**src/rtl/dmem_arbiter.sv**
```systemverilog
// dmem_arbiter: two-port arbiter and access sequencer in front of the 16-bit,
// byte-addressed, little-endian data memory. Port P is the pipeline MEM stage,
// port L is the program/data loader. One requester is granted at a time. The
// arbiter drives a single registered memory access and returns a completion
// pulse, an error flag and read data to that requester.
//
// Build option: define DMEM_ARB_RR_EN to resolve simultaneous requests
// round-robin (the port not granted most recently wins). Without it, the
// arbiter uses fixed priority with P ahead of L.
module dmem_arbiter #(
  parameter int ADDR_W = 16,
  parameter int DATA_W = 16
) (
  input  logic              clk,
  input  logic              rst,
  // pipeline port
  input  logic              p_req,
  input  logic              p_we,
  input  logic [ADDR_W-1:0] p_addr,
  input  logic [DATA_W-1:0] p_wdata,
  output logic              p_done,
  output logic              p_err,
  output logic [DATA_W-1:0] p_rdata,
  // loader port
  input  logic              l_req,
  input  logic              l_we,
  input  logic [ADDR_W-1:0] l_addr,
  input  logic [DATA_W-1:0] l_wdata,
  output logic              l_done,
  output logic              l_err,
  output logic [DATA_W-1:0] l_rdata,
  // memory side
  output logic [ADDR_W-1:0] mem_addr,
  output logic [DATA_W-1:0] mem_wdata,
  output logic              mem_we,
  output logic              mem_re,
  input  logic [DATA_W-1:0] mem_rdata
);

  typedef enum logic [1:0] {
    IDLE  = 2'd0,
    ISSUE = 2'd1,
    RESP  = 2'd2
  } state_t;

  state_t state;
  logic   gnt;     // 0 = P, 1 = L
  logic   err_q;   // current transaction was rejected as misaligned
  logic   rd_q;    // current transaction is a read

`ifdef DMEM_ARB_RR_EN
  logic   last_l;  // 1 = L was granted most recently
`endif

  logic              win_l;
  logic              any_req;
  logic              w_we;
  logic [ADDR_W-1:0] w_addr;
  logic [DATA_W-1:0] w_wdata;
  logic              resp;

  // Word accesses must sit on an even byte address.
  function automatic logic misaligned(input logic [ADDR_W-1:0] a);
    return a[0];
  endfunction

  // Pick the winner among the current requesters and mux its fields.
  always_comb begin
    win_l   = 1'b0;
    any_req = p_req | l_req;
    if (p_req && l_req) begin
`ifdef DMEM_ARB_RR_EN
      win_l = ~last_l;
`else
      win_l = 1'b0;
`endif
    end else begin
      win_l = l_req;
    end
    w_we    = win_l ? l_we    : p_we;
    w_addr  = win_l ? l_addr  : p_addr;
    w_wdata = win_l ? l_wdata : p_wdata;
  end

  // Access sequencer: sample in IDLE, strobe memory in ISSUE, respond in RESP.
  always_ff @(posedge clk) begin
    if (rst) begin
      state     <= IDLE;
      gnt       <= 1'b0;
      err_q     <= 1'b0;
      rd_q      <= 1'b0;
      mem_addr  <= '0;
      mem_wdata <= '0;
      mem_we    <= 1'b0;
      mem_re    <= 1'b0;
`ifdef DMEM_ARB_RR_EN
      last_l    <= 1'b1;
`endif
    end else begin
      case (state)
        IDLE: begin
          mem_we <= 1'b0;
          mem_re <= 1'b0;
          if (any_req) begin
            gnt       <= win_l;
            mem_addr  <= w_addr;
            mem_wdata <= w_wdata;
            rd_q      <= ~w_we;
`ifdef DMEM_ARB_RR_EN
            last_l    <= win_l;
`endif
            if (misaligned(w_addr)) begin
              // Rejected without a memory access; answer next cycle.
              err_q <= 1'b1;
              state <= RESP;
            end else begin
              err_q  <= 1'b0;
              mem_we <= w_we;
              mem_re <= ~w_we;
              state  <= ISSUE;
            end
          end
        end
        ISSUE: begin
          mem_we <= 1'b0;
          mem_re <= 1'b0;
          state  <= RESP;
        end
        RESP: begin
          state <= IDLE;
        end
        default: begin
          mem_we <= 1'b0;
          mem_re <= 1'b0;
          state  <= IDLE;
        end
      endcase
    end
  end

  // Response decode: only the granted port sees done/err/rdata.
  always_comb begin
    resp    = (state == RESP);
    p_done  = resp & ~gnt;
    l_done  = resp &  gnt;
    p_err   = p_done & err_q;
    l_err   = l_done & err_q;
    p_rdata = (p_done && !err_q && rd_q) ? mem_rdata : '0;
    l_rdata = (l_done && !err_q && rd_q) ? mem_rdata : '0;
  end

endmodule

```
**config.mk**
```make
export PLATFORM = sky130hd
export DESIGN_NAME = dmem_arbiter
export DESIGN_NICKNAME = d
export VERILOG_FILES = /design/src/rtl/dmem_arbiter.sv
export SDC_FILE = /design/constraint.sdc
export NUM_CORES = 1
export LEC_CHECK = 0
export ABC_AREA = 0
export CAP_MARGIN = 10
export CORE_MARGIN = 10
export CORE_UTILIZATION = 32
export CTS_CLUSTER_SIZE = 14
export DETAILED_ROUTE_END_ITERATION = 8
export PLACE_DENSITY = 0.75
export SETUP_SLACK_MARGIN = 0.2
export SLEW_MARGIN = 20
export SYNTH_ARGS = -nofsm -noshare
export SYNTH_HDL_FRONTEND = slang
export SYNTH_SLANG_ARGS = --single-unit
```
**constraint.sdc**
```tcl
create_clock -name clk -period 1.46 [get_ports clk]
set_input_delay 0.219 -clock clk [delete_from_list [all_inputs] [get_ports clk]]
set_output_delay 0.219 -clock clk [all_outputs]
set_load 0.03 [all_outputs]
```
Yosys cells after proc, flatten, opt, wreduce, memory -nomap -nowiden
Cells that the tools add are included.
{"block": "classes", "div": 0, "reduce_logical": 8, "add_sub_neg": 0, "shifts": 0, "mul": 0, "n_bitwise": 7, "order_cmp": 0, "n_mux": 16, "n_eq_ne": 3}
{"cell": "$mux 16", "n": 4}
{"cell": "$mux 1", "n": 7}
{"cell": "$logic_and 1x1->1", "n": 5}
{"cell": "$and 1x1->1", "n": 4}
{"cell": "$mux 2", "n": 2}
{"cell": "$pmux 1 s2", "n": 2}
{"cell": "$pmux 2 s2", "n": 1}
{"cell": "$eq 2x1->1 const B", "n": 1}
{"cell": "$eq 2x2->1 const B", "n": 1}
{"cell": "$logic_not 2->1", "n": 1}
{"cell": "$ne 2x2->1 const B", "n": 1}
{"cell": "$not 1->1", "n": 2}
{"cell": "$reduce_and 2->1", "n": 1}
{"cell": "$logic_not 1->1", "n": 1}
{"cell": "$or 1x1->1", "n": 1}
{"block": "totals", "inputBits": 86, "romBits": 0, "output_inout_bits": 70, "ram_bits": 0, "n_memories": 0, "latch_bits": 0, "elab_cells": 42, "ff_bits": 39}

Depth between registers and ports, before layout
{"block": "depth", "ltp_word": 7, "mapped_depth": 6}

Worst setup path before layout
Ideal clock, no wire load.
{"block": "synth_path", "path_type": "reg-to-output", "from": "register state[0]", "to": "output p_rdata[10]", "arrival_time_ns": 1.393, "stages_incl_launch_ff": 5, "slack_ns": -0.152, "n_path_buf": 1, "path_cell_list": "dfxtp_1 -> nand2b_1 -> nor4b_2 -> clkbuf_1 -> and2_1"}
{"block": "synth_between", "elab_chain_cells": 5}
{"element": "from (decl)", "line": "46", "source": "state_t state;"}
{"element": "from (signal assigned)", "line": "88", "source": "state <= IDLE;"}
{"element": "from (signal assigned)", "line": "115", "source": "state <= RESP;"}
{"element": "from (signal assigned)", "line": "120", "source": "state <= ISSUE;"}
{"element": "$eq 2x2->1", "line": "143", "source": "resp = (state == RESP);"}
{"element": "$and 1x1->1", "line": "144", "source": "p_done = resp & ~gnt;"}
{"element": "$logic_and 1x1->1 (2 in a row)", "line": "148", "source": "p_rdata = (p_done && !err_q && rd_q) ? mem_rdata : '0;"}
{"element": "$mux 16", "line": "148"}
{"element": "to (decl)", "line": "23", "source": "output logic [DATA_W-1:0] p_rdata,"}
Every way passes these cells.

Worst setup path in the final report
{"block": "layout_path", "from": "register state[0]", "to": "output l_rdata[13]"}
{"block": "layout_between", "elab_chain_cells": 5}
{"element": "$eq 2x2->1", "line": "143"}
{"element": "$and 1x1->1", "line": "145", "source": "l_done = resp & gnt;"}
{"element": "$logic_and 1x1->1 (2 in a row)", "line": "149", "source": "l_rdata = (l_done && !err_q && rd_q) ? mem_rdata : '0;"}
{"element": "$mux 16", "line": "149"}
{"element": "to (decl)", "line": "31", "source": "output logic [DATA_W-1:0] l_rdata,"}
Every way passes these cells.

==> flow_summary_export.csv <==
group,metric,value,unit
timing,rsz0062_at_grt,"yes",
global_route,antenna_found_initial,0,
critical_path,cp.required,1.24,ns
cells_and_area,fin_cells,527,
drt,via_per_inst,5.13,
clock_network,cts_buffers,5,
synthesis,synth_top_area_share,35.0,%
placement,place_ws,-0.305,ns
global_route,overflow,0,
floorplan,fp.dieH,102,um
floorplan,design.core.area,6460,um2
min_path,holdCritPathClass,"in2reg",
critical_path,worstPathArrival,1.53,ns
synthesis,syn_avg_cell_area,8.59,um2
run,cap_violations,0,
drt,wirelength,10600,um
timing,relSlewSlack,72.7,%
synthesis,yosysWarningCount,0,
clock_network,clockBufferDepth,2,
timing,setup_viol,61,
placement,dp_hpwl,6670,um
timing,finalWorstSetupSlack,-0.293,ns
synthesis,synth_edf_count,0,
synthesis,dominantRegCellSynth,"dfxtp_1",
cells_and_area,nets,535,
floorplan,ios,156,
drt,drtIter0Drc,88,
critical_path,cp-end-kind,"output port",
critical_path,path_max_fanout,5,
clock_network,clock-root-buffer,"clkbuf_8",
clock_network,clock_sinks,38,
synthesis,synth_cells,253,
drt,wl_per_cell,20.0,um
timing,period_share,120,%
critical_path,crit_path_start,"state[0]",
synthesis,synth_top_cells_by_count,"63 x nand2_1, 38 x dfxtp_1, 34 x and2_1",
timing,finalHoldViolCount,0,
drt,via_count,2704,
cells_and_area,n_antenna_cell,0,
clock_network,cts_tree,"done",
placement,dpl_cell_area,3900,um2
synthesis,synth_area,2170,um2
power_and_ir_drop,totalPowerFinal,3670,uW
clock_network,clock_latency,0.29,ns
synthesis,synth.area.top_cells,"dfxtp_1 35%, a311oi_2 21%, nand2_1 11%",
floorplan,dieWidth,102,um
timing,worst_pin_slew,0.409,ns
synthesis,synth_area_leader_cell,"dfxtp_1",
cells_and_area,synthToLayoutAreaGrowth,123,%
floorplan,floorplan.rows,29,
timing,drv_slew,0,
min_path,hold_start,"rst",
floorplan,initial_core_util,33.6,%
timing,fin_crit,1.75,ns
outcome,status,"finished with violations",
global_route,grt_pass1_vias,2744,
synthesis,synthesis.nets,339,
cells_and_area,final_core_util,74.9,%
drt,drc,0,
global_route,grt_max_degree,20,
timing,skew,0.00505,ns
synthesis,synth_seq_area_share,35.0,%
power_and_ir_drop,p_leak,0.00200,uW
cells_and_area,drive_gt1_share,54.9,%
synthesis,ys_async_sr_fraction,0,%
drt,first_pass_iters,4,
global_route,grt_pass1_wl,15200,um
power_and_ir_drop,p_per_area,758,nW/um2
synthesis,synth.distinct_cells,35,
critical_path,r2r-start,"state[0]",
clock_network,path_clk_slew,0.07,ns
critical_path,cp-start-kind,"register",
placement,post-place-cells,481,
global_route,grt_use_total,18.8,%
clock_network,htree_levels,2,
drt,ant_nets,0,
floorplan,die_area,10500,um2
timing,fmax,570,MHz
outcome,violations,"setup timing",
synthesis,synth.ff_latch_count,38,
power_and_ir_drop,vdd_ir_drop_max,0.428,mV
critical_path,worstSetupPathType,"reg2out",
cells_and_area,fin_area,4840,um2
synthesis,yosysMostFrequentCell,"nand2_1",
placement,port_buffers,155,
placement,gp_congestion,0.757,
## state kept, by name, summed over array words and instances (netlist names)
| register | count |
|---|---|
| mem_we | 1 |
| mem_addr | 16 |
| rd_q | 1 |
| mem_wdata | 16 |
| mem_re | 1 |
| state | 2 |
| gnt | 1 |
## repair_timing
| item | CTS | global route |
|---|---|---|
| pin swaps | 37 | 15 |
| setup endpoints to repair | 105 | 93 |
| buffers inserted | 20 | 7 |
| cloned | 11 | 0 |
| resized for setup | 194 | 39 |
| hold buffers | 0 | 0 |
## per-layer routing
metal	vias up	GRT usage (%)	share of wire (%)
met1	1267	19.2	37
met4	0	3.69	1.3
li1	1295	-	-
met5	-	0	0
met3	11	6.61	9.4
met2	131	35.8	53
## report_power, final
group          switching, uW  internal (uW)
clock network            385            382
logic                    790            868
registers               90.4           1150
total                   1270           2400
## path summary, 6_finish.rpt
kind	endpoint	slack, ns	cells after the start
worst max-delay path	l_rdata[13]	-0.29	6
worst max register to register	mem_wdata[10]	-0.06	9
worst min register to register	mem_re	0.50	2
worst min-delay path	state[0]	0.33	2
## worst max-delay path, stage by stage (launching register included)
cell and delay (ns):
dfxtp_2 0.33, buf_6 0.12, nor2b_4 0.11, and4b_2 0.30, buf_6 0.13, and2_4 0.13
buf_6 0.12
## through the flow
step	hold WS (ns)	TNS (ns)
2_1_floorplan	0.316	0
3_3_place_gp	0.452	-8.33
3_5_place_dp	0.459	-9.62
4_1_cts	0.307	-8.53
5_1_grt	0.321	-14.59
6_report	0.328	-10.13
## cells by family after synthesis
group	after synthesis	share of synthesized area [%]
and+or+nand+nor	114	26.0
AOI/OAI and AO/OA	74	32.4
DFF	38	35.0
buffers and inverters	27	6.56
## cell usage in the layout, fill, tap and decap left out, types with 4 or more instances in the layout
master / netlist / layout
a311oi_2: 30 / 31
clkdlybuf4s50_1: 0 / 82
and2_4: 1 / 31
a21oi_1: 33 / 7
a21oi_4: 0 / 4
buf_16: 0 / 7
buf_6: 4 / 57
buf_12: 0 / 9
clkbuf_8: 0 / 6
clkdlybuf4s15_2: 0 / 13
nand2_1: 63 / 63
clkbuf_2: 1 / 18
buf_4: 2 / 17
and2_2: 0 / 6
buf_8: 0 / 4
dfxtp_1: 38 / 35
a21oi_2: 0 / 22
## cell type report
cell class | instances | area, um2
clock buffers | 7 | 86.3
fillers | 436 | 1620
well taps | 77 | 96.3
clock inverters | 1 | 5.00
inverters | 2 | 7.51
flip-flops and latches | 38 | 767
multi-input cells | 190 | 1580
repair buffers | 212 | 2290
Note: power is estimated with default switching activity, not from simulation.
==> RTL edit (config.mk and constraints unchanged) <==
Build with the macro `DMEM_ARB_RR_EN` defined.
--- a/src/rtl/dmem_arbiter.sv
+++ b/src/rtl/dmem_arbiter.sv
@@ -8,4 +8,6 @@
 // round-robin (the port not granted most recently wins). Without it, the
 // arbiter uses fixed priority with P ahead of L.
+`define DMEM_ARB_RR_EN
+
 module dmem_arbiter #(
   parameter int ADDR_W = 16,
Check against the original RTL: not equivalent (a bounded check fails within 4 cycles, from zero or initial values and one cycle with rst high).
==> RTL edit against the unedited design <==
The flow still finishes with violations (negative setup slack). Area after synthesis decreased by 6.4%. Power increased by 3.4%. Setup slack got worse by 0.066 ns. Clock power decreased by 6.3%. Routed wire length decreased by 0.13%. Utilization increased by 2.7 points. Sequential cell count increased by 1. Cell area decreased by 2.8%. Combinational power increased by 8%. Largest cell class unchanged. Largest power group unchanged.
==> RTL edit: results (changes against the unedited design) <==
Worst Hold Endpoint: mem_wdata[2]
overall routing resource usage: 18.6% (-0.17 points)
crit-path max FO: 8 (+3)
nets@finish: 512 (-4.3%)
Crit path arrival time: 1.60 ns (+0.07 ns)
worst vdd ir: 0.606 mV (+42%)
reg2reg setup slack: 0 ns (+0.06 ns)
status: finished with violations
largest net degree at the start of global routing: 33 (+65%)
CP max-delay cell: dfxtp_4
crit-path max cell delay: 0.36 ns (+0.03 ns)
Hold WC Path Type: reg2reg
first-pass GRT wire length: 14.7 mm (-3.1%)
Hold Startpoint: mem_wdata[2]
worst slack, placed: -0.219 ns (+0.0856 ns)
final std cells w/o fill: 502 (-4.7%)
initial DRC count: 74 (-16%)
Comb power frac: 47.4% (+2.2 points)
vias in the first global route: 2,719 (-0.91%)
Synth cell types: 34 (-2.9%)
post-synthesis sequential area ratio: 38.4% (+3.4 points)
share of cells above drive strength 1: 45.7% (-9.2 points)
synth top area cells: dfxtp_1 (38%), mux2i_1 (16%), and2_1 (10%), a21oi_1 (8.4%), o21ai_0 (6.2%)
Compound-Gate Fraction of Synth Area: 21.0% (-11 points)
Net Sw Frac: 33.9% (-0.60 points)
WL final: 10.5 mm (-0.13%)
worst setup path endpoint: p_rdata[5]
Area after DPL: 3770 um2 (-3.2%)
r2r worst-path depth: 8 (-1)
Post-Syn Nets: 308 (-9.1%)
multiplexer share of the synthesized area: 15.7% (+16 points)
sequential cell area: 795 um2 (+3.6%)
DPL Wire Length: 6.52 mm (-2.3%)
adder-cell area share of the yosys netlist: 0% (unchanged)
placer congestion estimate: 0.843 (+11%)
Avg Inst Size Synth: 9.16 um2 (+6.7%)
Vias: 2,577 (-4.7%)
P_leak: 2.03 nW (+1.5%)
Final WS setup: -0.359 ns (-0.0662 ns)
DP Cell Count: 456 (-5.2%)
violated checks: negative setup slack
Fin Hold WS: 0.516 ns (+0.188 ns)
Post-synth top cells: dfxtp_1 (39), a21oi_1 (34), and2_1 (34)
final setup violation count: 36 (-41%)
clock skew: 0.00618 ns (+0.00114 ns)
-- RTL edit: repair_timing --
| item | CTS | global route |
|---|---|---|
| buffers inserted | 13 | 11 |
| cloned | 11 | 3 |
| pin swaps | 24 | 12 |
| setup endpoints to repair | 107 | 100 |
| resized for setup | 141 | 81 |
-- RTL edit: metal layers --
metal	vias to the layer above	wire length [um]	global-route usage [%]	part of all wire, %
met5	-	0	0	0
met4	0	141	6.17	1.3
met3	12	1210	9.13	11
met2	134	5320	32.3	50
met1	1231	3870	19.0	37
li1	1200	-	-	-
-- RTL edit: final cells by class --
| class | count | share of cell area, % |
|---|---|---|
| clock buffer | 7 | 1.62 |
| clock inverter | 1 | 0.106 |
| timing repair buffer | 214 | 51.5 |
| tap | 75 | 2.00 |
| multi-input combinational | 164 | 27.8 |
| sequential | 39 | 16.9 |
| inverter | 2 | 0.160 |
-- RTL edit: tightest hold or removal path: cells and delay by family, from the launching register on --
kind               cells  cell delay (ns)
DFF                    1             0.31
AOI/OAI and AO/OA      2             0.16
